==> config.mk <==
export PLATFORM = sky130hd
export DESIGN_NAME = i2c_target_rx
export DESIGN_NICKNAME = d
export VERILOG_FILES = /design/src/rtl/i2c_pkg.sv /design/src/rtl/i2c_line_filter.sv /design/src/rtl/i2c_target_rx.sv
export SDC_FILE = /design/constraint.sdc
export NUM_CORES = 1
export LEC_CHECK = 0
export ABC_CLOCK_PERIOD_IN_PS = 3750
export BUFFER_PORTS_ARGS = -buffer_cell sky130_fd_sc_hd__buf_2
export CORE_MARGIN = 3
export CORE_UTILIZATION = 30
export DETAILED_ROUTE_END_ITERATION = 8
export GPL_TIMING_DRIVEN = 0
export PLACE_DENSITY = 0.56
export SLEW_MARGIN = 20
export SYNTH_ARGS = -nofsm -noshare
export SYNTH_HDL_FRONTEND = slang
export SYNTH_SLANG_ARGS = --single-unit
==> constraint.sdc <==
create_clock -name clk -period 3.75 [get_ports clk]
set_input_delay 0.375 -clock clk [delete_from_list [all_inputs] [get_ports clk]]
set_output_delay 0.375 -clock clk [all_outputs]
set_load 0.05 [all_outputs]
==> src/rtl/i2c_pkg.sv <==
// rtl/i2c_pkg.sv - shared types and constants for the I2C target receive path
package i2c_pkg;

  typedef enum logic [2:0] {
    ST_IDLE,
    ST_ADDR,
    ST_ADDR_ACK,
    ST_DATA,
    ST_DATA_ACK,
    ST_IGNORE
  } i2c_rx_state_t;

  localparam logic I2C_RW_WRITE = 1'b0;

endpackage

==> src/rtl/i2c_line_filter.sv <==
// rtl/i2c_line_filter.sv - synchronizer plus glitch filter for one open-drain bus line
module i2c_line_filter
  import i2c_pkg::*;
#(
  parameter int SYNC_STAGES = 2,
  parameter int FILT_LEN    = 3
) (
  input  logic clk,
  input  logic rstn,
  input  logic line_i,
  output logic line_f
);

  localparam int CW = $clog2(FILT_LEN + 1);

  logic [SYNC_STAGES-1:0] sync_q;
  logic [CW-1:0]          cnt;
  logic                   line_s;

  assign line_s = sync_q[SYNC_STAGES-1];

  always_ff @(posedge clk or negedge rstn) begin
    if (!rstn) begin
      sync_q <= '1;
    end else begin
      sync_q <= {sync_q[SYNC_STAGES-2:0], line_i};
    end
  end

  // Count consecutive samples that disagree with the filtered level; any
  // agreeing sample restarts the count, so short pulses never get through.
  always_ff @(posedge clk or negedge rstn) begin
    if (!rstn) begin
      cnt    <= '0;
      line_f <= 1'b1;
    end else if (line_s == line_f) begin
      cnt <= '0;
    end else if (cnt == CW'(FILT_LEN - 1)) begin
      cnt    <= '0;
      line_f <= line_s;
    end else begin
      cnt <= cnt + 1'b1;
    end
  end

endmodule

==> src/rtl/i2c_target_rx.sv <==
// rtl/i2c_target_rx.sv - I2C target write-only receive front-end with byte strobe output
module i2c_target_rx
  import i2c_pkg::*;
#(
  parameter logic [6:0] ADDR        = 7'h58,
  parameter int         SYNC_STAGES = 2,
  parameter int         FILT_LEN    = 3
) (
  input  logic       clk,
  input  logic       rstn,
  input  logic       scl_i,
  input  logic       sda_i,
  output logic       sda_o,
  output logic       sda_t,
  output logic [7:0] m_data,
  output logic       m_valid,
  output logic       m_first,
  output logic       frame_start,
  output logic       frame_stop,
  output logic       busy
);

  logic scl_f, sda_f, scl_q, sda_q;
  logic scl_rise, scl_fall, start_c, stop_c;

  i2c_line_filter #(.SYNC_STAGES(SYNC_STAGES), .FILT_LEN(FILT_LEN)) u_scl_filt (
    .clk(clk), .rstn(rstn), .line_i(scl_i), .line_f(scl_f)
  );

  i2c_line_filter #(.SYNC_STAGES(SYNC_STAGES), .FILT_LEN(FILT_LEN)) u_sda_filt (
    .clk(clk), .rstn(rstn), .line_i(sda_i), .line_f(sda_f)
  );

  assign scl_rise = scl_f & ~scl_q;
  assign scl_fall = ~scl_f & scl_q;
  assign start_c  = scl_f & scl_q & sda_q & ~sda_f;
  assign stop_c   = scl_f & scl_q & ~sda_q & sda_f;
  assign sda_o    = 1'b0;

  i2c_rx_state_t state_q, state_d;
  logic [7:0] shreg, shreg_d, m_data_d;
  logic [3:0] bitcnt, bitcnt_d;
  logic       first_flag, first_d, matched, matched_d;
  logic       sda_t_d, m_valid_d, m_first_d, fstart_d, fstop_d, busy_d;

  always_ff @(posedge clk or negedge rstn) begin
    if (!rstn) begin
      state_q <= ST_IDLE;
    end else begin
      state_q <= state_d;
    end
  end

  // Bus conditions are checked before the per-state handling so START/STOP
  // always win over a coincident clock edge.
  always_comb begin
    state_d   = state_q;
    shreg_d   = shreg;
    bitcnt_d  = bitcnt;
    first_d   = first_flag;
    matched_d = matched;
    sda_t_d   = sda_t;
    m_data_d  = m_data;
    m_valid_d = 1'b0;
    m_first_d = 1'b0;
    fstart_d  = 1'b0;
    fstop_d   = 1'b0;
    busy_d    = busy;
    if (stop_c) begin
      state_d   = ST_IDLE;
      sda_t_d   = 1'b1;
      busy_d    = 1'b0;
      fstop_d   = matched;
      matched_d = 1'b0;
    end else if (start_c) begin
      state_d   = ST_ADDR;
      bitcnt_d  = 4'd0;
      sda_t_d   = 1'b1;
      busy_d    = 1'b1;
      matched_d = 1'b0;
    end else begin
      case (state_q)
        ST_ADDR, ST_DATA: begin
          if (scl_rise && bitcnt != 4'd8) begin
            shreg_d  = {shreg[6:0], sda_f};
            bitcnt_d = bitcnt + 4'd1;
          end else if (scl_fall && bitcnt == 4'd8) begin
            if (state_q == ST_DATA) begin
              m_data_d  = shreg;
              m_valid_d = 1'b1;
              m_first_d = first_flag;
              first_d   = 1'b0;
              sda_t_d   = 1'b0;
              state_d   = ST_DATA_ACK;
            end else if (shreg[7:1] == ADDR && shreg[0] == I2C_RW_WRITE) begin
              sda_t_d   = 1'b0;
              fstart_d  = 1'b1;
              matched_d = 1'b1;
              state_d   = ST_ADDR_ACK;
            end else begin
              state_d = ST_IGNORE;
            end
          end
        end
        ST_ADDR_ACK, ST_DATA_ACK: begin
          if (scl_fall) begin
            sda_t_d  = 1'b1;
            bitcnt_d = 4'd0;
            state_d  = ST_DATA;
            if (state_q == ST_ADDR_ACK) first_d = 1'b1;
          end
        end
        default: ;
      endcase
    end
  end

  always_ff @(posedge clk or negedge rstn) begin
    if (!rstn) begin
      scl_q       <= 1'b1;
      sda_q       <= 1'b1;
      shreg       <= 8'h00;
      bitcnt      <= 4'd0;
      first_flag  <= 1'b0;
      matched     <= 1'b0;
      sda_t       <= 1'b1;
      m_data      <= 8'h00;
      m_valid     <= 1'b0;
      m_first     <= 1'b0;
      frame_start <= 1'b0;
      frame_stop  <= 1'b0;
      busy        <= 1'b0;
    end else begin
      scl_q       <= scl_f;
      sda_q       <= sda_f;
      shreg       <= shreg_d;
      bitcnt      <= bitcnt_d;
      first_flag  <= first_d;
      matched     <= matched_d;
      sda_t       <= sda_t_d;
      m_data      <= m_data_d;
      m_valid     <= m_valid_d;
      m_first     <= m_first_d;
      frame_start <= fstart_d;
      frame_stop  <= fstop_d;
      busy        <= busy_d;
    end
  end

endmodule

==> results of run 1 <==
kinds of logic after synthesis:
logic type / Yosys count / share of synthesized area
AO/OA/AOI/OAI: 23 / 0.0819
XOR/XNOR: 4 / 0.0193
adder cells (fa/ha/maj): 2 / 0.0138
buffers and inverters: 12 / 0.0330
flip-flops: 43 / 0.598
multiplexers: 18 / 0.111
other: 1 / 0.00206
AND/OR/NAND/NOR: 42 / 0.140
state kept, by name, indices dropped and copies added, names as in the netlist, 2 cells and up:
register / count
u_scl_filt.cnt: 2
u_sda_filt.sync_q: 2
bitcnt: 4
m_data: 8
shreg: 8
u_scl_filt.sync_q: 2
u_sda_filt.cnt: 2
state_q: 3
layout make-up:
type	count	share of cell area
multi-input cells	90	0.322
well taps	72	0.0433
clock inverters	3	0.00962
repair buffers	17	0.0409
plain buffers	5	0.0162
flip-flops and latches	43	0.522
clock buffers	5	0.0331
inverters	7	0.0126
through the flow:
step,area (sq um),util
final,2080,0.367
after global routing,2080,0.367
after CTS,2080,0.367
after detailed placement,1990,0.351
after global placement,1990,0.351
after floorplan,1820,-
final timing paths:
path | startpoint | endpoint | cells past startpoint
min reg2reg | u_sda_filt.sync_q[0]$_DFF_PN1_ | u_sda_filt.sync_q[1]$_DFF_PN1_ | 0
max reg2reg | bitcnt[0]$_DFFE_PN0P_ | bitcnt[3]$_DFFE_PN0P_ | 8
max | bitcnt[0]$_DFFE_PN0P_ | bitcnt[3]$_DFFE_PN0P_ | 8
min | sda_i | u_sda_filt.sync_q[0]$_DFF_PN1_ | 1
min in group asynchronous | rstn | state_q[2]$_DFFE_PN0P_ | 1
max in group asynchronous | rstn | m_data[3]$_DFFE_PN0P_ | 1
layer usage:
metal / GRT usage / vias up / wire (um)
met4: 0.0439 / 0 / 36
met2: 0.148 / 15 / 1430
met1: 0.120 / 560 / 1420
met5: 0 / - / 0
li1: - / 555 / -
met3: 0.0336 / 2 / 106
worst max-delay path: cells and delay by family, from the launching register on:
kind / cells / cell delay, ns
AND/OR/NAND/NOR: 2 / 0.62
buffers and inverters: 3 / 0.45
flip-flops: 1 / 0.40
AO/OA/AOI/OAI: 2 / 0.39
adder cells (fa/ha/maj): 1 / 0.22
power by group through the flow:
stage	Combinational, mW	Clock [mW]	Sequential [mW]
finish	0.358	0.284	0.698
global route	0.402	0.324	0.719
CTS	0.364	0.301	0.699
detailed placement	0.363	0	0.708
global placement	0.359	0	0.705
floorplan	0.268	0	0.704
placed cells by master, fill, tap and decap left out, types with 4 or more instances in the layout:
cell,netlist,final
dfrtp_1,34,34
buf_2,0,17
nor3_1,6,6
a21oi_1,5,5
mux2_2,13,13
mux2_1,5,5
o21ai_0,4,4
dfstp_2,9,9
o22ai_1,4,4
clkbuf_8,0,5
nand3_1,4,4
nand2_1,6,6
inv_1,6,6
nor2b_1,5,5
==> run metrics, run 1 <==
max cap viols 0; clk root buf clkbuf_8; port bufs 17; wire per inst 12.4 um; Internal Pwr Total 886 uW; total setup buffers inserted after CTS 0; DIE AREA 7030 sq um; Peak VDD IR 193 uV; Hold WC Path Type input pin to flip-flop; DPL Wire Length 2140 um; Synthesized Nets 151; Clk pwr share 0.212; CP cell instances inv_1 > ha_1 > and3b_1 > or4_4 > buf_6 > clkbuf_1 > o31ai_1 > a21oi_1; Via Count 1132; Design Power 1.34 mW; share of cells above drive strength 1 0.318; nets 175; top cells by count, synth dfrtp_1, mux2_2, dfstp_2; Cell Pwr Density 644 nW/um^2; Layout Skew 0.00530 ns; most common cell in the netlist dfrtp_1; GRT Util Overall 0.0960; Mapped Area 1820 sq um; top cell type by total area after synthesis dfrtp_1; clk sinks 43; Worst Path Max Fanout 10; top cell type's share of synthesized area 0.468; RSZ-0062 raised after global routing no; Pins Over Slew Limit 0; Multi-input gate area 671 sq um; CP max-delay cell or4_4; routed wire length 3000 um; post-CTS sizing 0; NetSw 454 uW; Comb pwr share 0.267; Chip Height 83.8 um; Sw Ratio 0.339; total CTS buffers 5; global-route wire length before repair 5400 um; Rel. slew slack 0.389; top cells by area, synth dfrtp_1, dfstp_2, mux2_2, mux2_1, nor2b_1; GRT overflow 0; placed cells 234; vias per inst 4.68; DRC violations left 0; R2R setup slack 1.56 ns; P&R area growth vs syn 14.5%; Synth Warn # 0; number of synthesized flops with an enable pin 0; Clock transition at path regs 0.08 ns; crit path kind flip-flop to flip-flop; startpoint types flip-flop; CTS Buffer Depth 2; cell count after synthesis 145; Initial Utilization 0.320; setup total negative slack 0 ns; I/O pins 19; iteration count of the initial detailed-routing pass 4; Final Non-Filler Cells 242; initial antenna violation count 0; mean area per synthesized cell 12.5 sq um; Worst EP arrival 2.36 ns; #FFs+latches synth 43; min Tclk post-route 2.19 ns; Least-Margin Pin Slew 0.916 ns; CTS tree built; Core Area 5680 sq um; synth unique cells 39; Register Area 1090 sq um; period utilisation layout 0.583; ys flop type dfrtp_1; crit end category flip-flop; Worst-Skew Late Latency 0.29 ns; FP Rows 27; diode count 0; chip width 83.8 um; Finish-stage setup viols 0; Fill cells 565; asr flop ratio synth 1.00; number of DRC markers in iteration 0 83; CP Data Required Time 3.92 ns; hold buffers post-CTS 0; leakage 0.954 nW; vias in the first global route 1127; gpl congestion 0.780; Seq/Total Area, Yosys 0.598; worst hold slack 0.174 ns; H-tree Lvls 2; Max Freq 457 MHz; largest net degree at the start of global routing 44; status complete, no violations; Final Hold Vio Count 0; pre-CTS WS 1.56 ns; Routed Antenna Nets 0; Max stage delay on crit path 0.42 ns; power share of the sequential group 0.521; setup ws final 1.56 ns
No activity file was read; power rests on OpenSTA's default activity.
==> run 2, diff against run 1 <==
- ABC_CLOCK_PERIOD_IN_PS: 3750 -> 1900
- PLACE_DENSITY: 0.56 -> 0.58
- clock period: 3.75 -> 1.9 ns (I/O delays scaled with it)
==> run 2 against run 1 <==
Routed wire length is 8.6% higher. Final cell count is 3.7% higher. Largest cell class unchanged. Setup slack worse by 1.5 ns.
==> run metrics, run 2 (same netlist as run 1, synthesis figures left out) <==
min Tclk post-route 1.86 ns; Max Used Layer met4; cell family with most CP delay simple AND/OR/NAND/NOR gates; port bufs 17; CTS tree built; largest net degree at the start of global routing 44; gpl congestion 0.866; chip width 83.8 um; Rel. slew slack 0.382; Final Non-Filler Cells 251; Finish-stage setup viols 0; Core Area 5680 sq um; clk root buf clkbuf_8; FF-to-FF path depth 6; total CTS buffers 5; pre-CTS WS -0.154 ns; Clock transition at path regs 0.08 ns; Peak VDD IR 365 uV; DRC violations left 0; DIE AREA 7030 sq um; met2 WL post-DR 1540 um; Met3 Routed Length 131 um; Chip Height 83.8 um; commonest non-fill, non-tap cells in the layout dfrtp_1, buf_2, mux2_2; Cell Area, Placed 2010 sq um; met1 wire length 1520 um; wire per inst 13.0 um; CP cell instances inv_2 > ha_4 > and3b_2 > or4_4 > or4_4 > a21oi_2; CP max-delay cell or4_4; Worst-Skew Late Latency 0.30 ns; CP Data Required Time 2.13 ns; global-route wire length before repair 5840 um; diode count 0; setup ws final 0.0359 ns; Least-Margin Pin Slew 0.928 ns; most common cell after layout, fill and taps aside dfrtp_1; H-tree Lvls 2; Layout Skew 0.00711 ns; period utilisation layout 0.981; share of cells above drive strength 1 0.397; GRT overflow 0; crit end category flip-flop; Initial Utilization 0.320; routed wire length 3260 um; Routed Antenna Nets 0; cell repeated most along the worst path or4_4; RSZ-0062 raised after global routing yes; CTS Buffer Depth 2; crit path kind flip-flop to flip-flop; placed cells 234; Final Hold Vio Count 0; Worst Path Buf+Inv 1; vias in the first global route 1229; cell area after layout 2220 sq um; FP Rows 27; nets 184; P&R area growth vs syn 22.1%; Hold WC Path Type input pin to asynchronous set/reset pin; Top Registers m_data x8, shreg x8, bitcnt x4; Max Freq 536 MHz; startpoint types flip-flop; number of DRC markers in iteration 0 53; status complete, no violations; vias per inst 4.72; Worst Path Max Fanout 4; setup total negative slack 0 ns; I/O pins 19; DPL Wire Length 2140 um; initial antenna violation count 0; Via Count 1184; Fill cells 562; worst hold slack 0.0285 ns; GRT Util Overall 0.105; max cap viols 0; Pins Over Slew Limit 0; iteration count of the initial detailed-routing pass 4; Max stage delay on crit path 0.46 ns; R2R setup slack 0.04 ns; Reg-to-Reg End bitcnt[3]$_DFFE_PN0P_; Worst EP arrival 2.09 ns; clk sinks 43; Cell Pwr Density 1260 nW/um^2; worst r2r src bitcnt[0]$_DFFE_PN0P_; leakage 1.02 nW
## run 2: cell types whose count changed in the layout (fill, tap and decap cells not counted), moves of 2 or more
| cell | before | now |
|---|---|---|
| buf_4 | 2 | 8 |
| dlygate4sd3_1 | 0 | 2 |
| or4_1 | 2 | 0 |
| or4_4 | 1 | 3 |
## run 2: worst reg2reg max path, delay by kind of cell, from the launching register on
family                     cells  cell delay (ns)
AOI/OAI and AO/OA              1             0.12
buffers and inverters          1             0.06
DFF                            1             0.37
adders and majority gates      1             0.15
and+or+nand+nor                3             1.09
## run 2: stage by stage
step | total power [mW] | util
after global placement | 2.13 | 0.354
after CTS | 2.77 | 0.379
final | 2.79 | 0.391
after detailed placement | 2.14 | 0.354
after floorplan | 1.95 | -
after global routing | 3.03 | 0.391
## run 2: worst max path at each step
stage	cells past startpoint	to	from
6_report	6	bitcnt[3]$_DFFE_PN0P_	bitcnt[0]$_DFFE_PN0P_
3_3_place_gp	4	m_data[7]$_DFFE_PN0P_	scl_q$_DFF_PN1_
2_1_floorplan	6	bitcnt[3]$_DFFE_PN0P_	u_scl_filt.line_f$_DFFE_PN1P_
4_1_cts	6	bitcnt[3]$_DFFE_PN0P_	bitcnt[0]$_DFFE_PN0P_
3_5_place_dp	4	m_data[1]$_DFFE_PN0P_	scl_q$_DFF_PN1_
5_1_grt	5	bitcnt[3]$_DFFE_PN0P_	state_q[2]$_DFFE_PN0P_
## run 2: final cells by class
cell class	count	area (sq um)	area share
Buffer	4	37.5	0.0169
Clock buffer	6	72.6	0.0327
Clock inverter	2	12.5	0.00564
Inverter	7	28.8	0.0130
Multi-Input combinational cell	90	713	0.321
Sequential cell	43	1090	0.490
Tap cell	72	90.1	0.0406
Timing Repair Buffer	27	178	0.0800
## run 2: metal layers
layer	vias up	track usage
met5	-	0
met4	0	0.0526
met3	6	0.0276
met2	19	0.162
met1	584	0.134
li1	575	-
## run 2: what timing repair did
item | in CTS | in global routing
pin swaps | 1 | 2
gates resized for setup | 4 | 8
setup endpoints to repair | 15 | 15
endpoints found under the hold margin | 2 | 0
hold buffers | 2 | 0
setup buffers | 5 | 3
## run 2: power breakdown
part / internal, mW / switching, mW
Combinational: 0.430 / 0.429
Clock: 0.257 / 0.306
Sequential: 1.16 / 0.207
Total: 1.85 / 0.942
==> run 3, diff against run 2 <==
- ABC_CLOCK_PERIOD_IN_PS: 1900 -> 2100
- PLACE_DENSITY: 0.58 -> 0.56
- SKIP_CTS_REPAIR_TIMING: default -> 1
- SYNTH_HIERARCHICAL: default -> 1
- clock period: 1.9 -> 2.1 ns (I/O delays scaled with it)
==> run 3 against run 2 <==
Clock skew rose by 0.00069 ns. Critical path depth increased by 1. Final cell count increased by 2.8%. Die area rose by 5.9%. Worst hold slack worse by 0.011 ns. Non-clock buffer count fell by 6. Cell area rose by 0.90%. Routed wire length is 7.1% higher. Combinational power down 0.7%.
==> run metrics, run 3 <==
top cell type by total area after synthesis dfrtp_1; Worst-Skew Late Latency 0.29 ns; DIE AREA 7450 sq um; Seq/Total Area, Yosys 0.562; Internal Pwr Total 1.75 mW; Top Registers m_data x8, shreg x8, bitcnt x4; Critical Path End shreg[6]$_DFFE_PN0P_; initial antenna violation count 0; leakage 1.04 nW; mean area per synthesized cell 12.5 sq um; R2R setup slack 0.09 ns; #FFs+latches synth 43; Max Freq 498 MHz; Final Non-Filler Cells 258; min Tclk post-route 2.01 ns; top cells by area, synth dfrtp_1, dfstp_2, mux2_2, mux2_4, o21ai_0; setup total negative slack 0 ns; most common cell after layout, fill and taps aside dfrtp_1; top cell type's share of synthesized area 0.440; NetSw 968 uW; CP startpoint bitcnt[0]$_DFFE_PN0P_; DPL Wire Length 2330 um; power share of the sequential group 0.490; clk root buf clkbuf_8; number of synthesized flops with an enable pin 0; CTS tree built; vias per inst 4.76; top cells by count, synth dfrtp_1, mux2_2, o21ai_0; asr flop ratio synth 1.00; iteration count of the initial detailed-routing pass 4; Mapped Area 1930 sq um; share of cells above drive strength 1 0.344; Clk pwr share 0.196; Reg-to-Reg End shreg[6]$_DFFE_PN0P_; crit path kind flip-flop to flip-flop; chip width 86.3 um; Least-Margin Pin Slew 0.950 ns; Initial Utilization 0.317; total CTS buffers 5; Multi-input gate area 792 sq um; placed cells 247; I/O pins 19; largest net degree at the start of global routing 44; worst r2r src bitcnt[0]$_DFFE_PN0P_; GRT Util Overall 0.103; CTS Buffer Depth 2; Peak VDD IR 368 uV; Comb pwr share 0.314; H-tree Lvls 2; Rel. slew slack 0.367; most common cell in the netlist dfrtp_1; Core Area 6100 sq um; Via Count 1229; FF-to-FF path depth 7; synth unique cells 44; gpl congestion 0.759; Pins Over Slew Limit 0; startpoint types flip-flop; commonest non-fill, non-tap cells in the layout dfrtp_1, buf_2, mux2_2; Final Hold Vio Count 0; DRC violations left 0; Fill cells 621; crit end category flip-flop; FP Rows 28; Finish-stage setup viols 0; vias in the first global route 1227; ys flop type dfrtp_1; Sw Ratio 0.356; number of DRC markers in iteration 0 55; period utilisation layout 0.956; CP Data Required Time 2.28 ns; post-layout util 0.367; Layout Skew 0.00779 ns; port bufs 17; Synthesized Nets 161; GRT overflow 0; Synth Warn # 6; Worst EP arrival 2.19 ns; diode count 0; cell count after synthesis 155; Clock transition at path regs 0.08 ns; Register Area 1090 sq um; Cell Pwr Density 1210 nW/um^2; routed wire length 3490 um; wire per inst 13.5 um; P&R area growth vs syn 15.8%; nets 188; clk sinks 43; Hold WC Path Type input pin to flip-flop; Chip Height 86.3 um; status complete, no violations; Routed Antenna Nets 0; max cap viols 0; Worst Path Max Fanout 10; global-route wire length before repair 6020 um
==> run 3: per-layer routing <==
metal  GRT usage  routed length, um  vias up
li1            -                  -      609
met1       0.139               1680      595
met2       0.160               1620       18
met3      0.0285                132        7
met4      0.0382                 61        0
met5           0                  0        -
==> run 3: final cells by class <==
class	instances	share of cell area
sequential	43	0.485
multi-input combinational	100	0.354
timing repair buffer	20	0.0492
tap	75	0.0419
clock buffer	7	0.0385
buffer	5	0.0173
inverter	7	0.0117
clock inverter	1	0.00223
==> run 3: critical path, cell delays in order, from the launching register on <==
cell and delay [ns]:
dfrtp_1 0.39, inv_1 0.08, ha_1 0.21, and3b_1 0.20, or4_4 0.43, buf_6 0.15
buf_6 0.14, mux2_4 0.30
==> run 3: power by group through the flow <==
stage,Clock [mW],Sequential (mW),Combinational [mW]
after floorplan,0,1.35,0.615
after global routing,0.591,1.38,0.958
after CTS,0.557,1.33,0.837
after global placement,0,1.35,0.823
after detailed placement,0,1.35,0.835
final,0.533,1.33,0.853
==> run 3: per-stage QoR <==
step / cell area, sq um / setup slack [ns] / hold slack, ns / total power, mW
2_1_floorplan: 1930 / 0.229 / -0.0856 / 1.96
3_3_place_gp: 2110 / 0.0524 / 0.316 / 2.17
3_5_place_dp: 2110 / 0.0636 / 0.316 / 2.18
4_1_cts: 2200 / 0.0465 / 0.000244 / 2.73
5_1_grt: 2240 / -0.00697 / 0.00299 / 2.93
6_report: 2240 / 0.0927 / 0.0172 / 2.72
==> run 3: logic make-up after synthesis <==
family / Yosys count / synth area share
compound gates: 30 / 0.107
buf+inv: 12 / 0.0304
flops: 43 / 0.562
fa+ha+maj: 2 / 0.0129
mux: 19 / 0.124
other cells: 1 / 0.00194
simple gates: 44 / 0.144
xor+xnor: 4 / 0.0181
==> run 3: worst min path at each step <==
stage | from | endpoint | slack, ns | cells after the start
final | scl_i | u_scl_filt/sync_q[0]$_DFF_PN1_ | 0.02 | 1
after global routing | scl_i | u_scl_filt/sync_q[0]$_DFF_PN1_ | 0.003 | 1
after CTS | sda_i | u_sda_filt/sync_q[0]$_DFF_PN1_ | 0.0002 | 1
after detailed placement | sda_i | u_sda_filt/sync_q[0]$_DFF_PN1_ | 0.32 | 1
after global placement | sda_i | u_sda_filt/sync_q[0]$_DFF_PN1_ | 0.32 | 1
after floorplan | rstn | bitcnt[0]$_DFFE_PN0P_ | -0.09 | 0
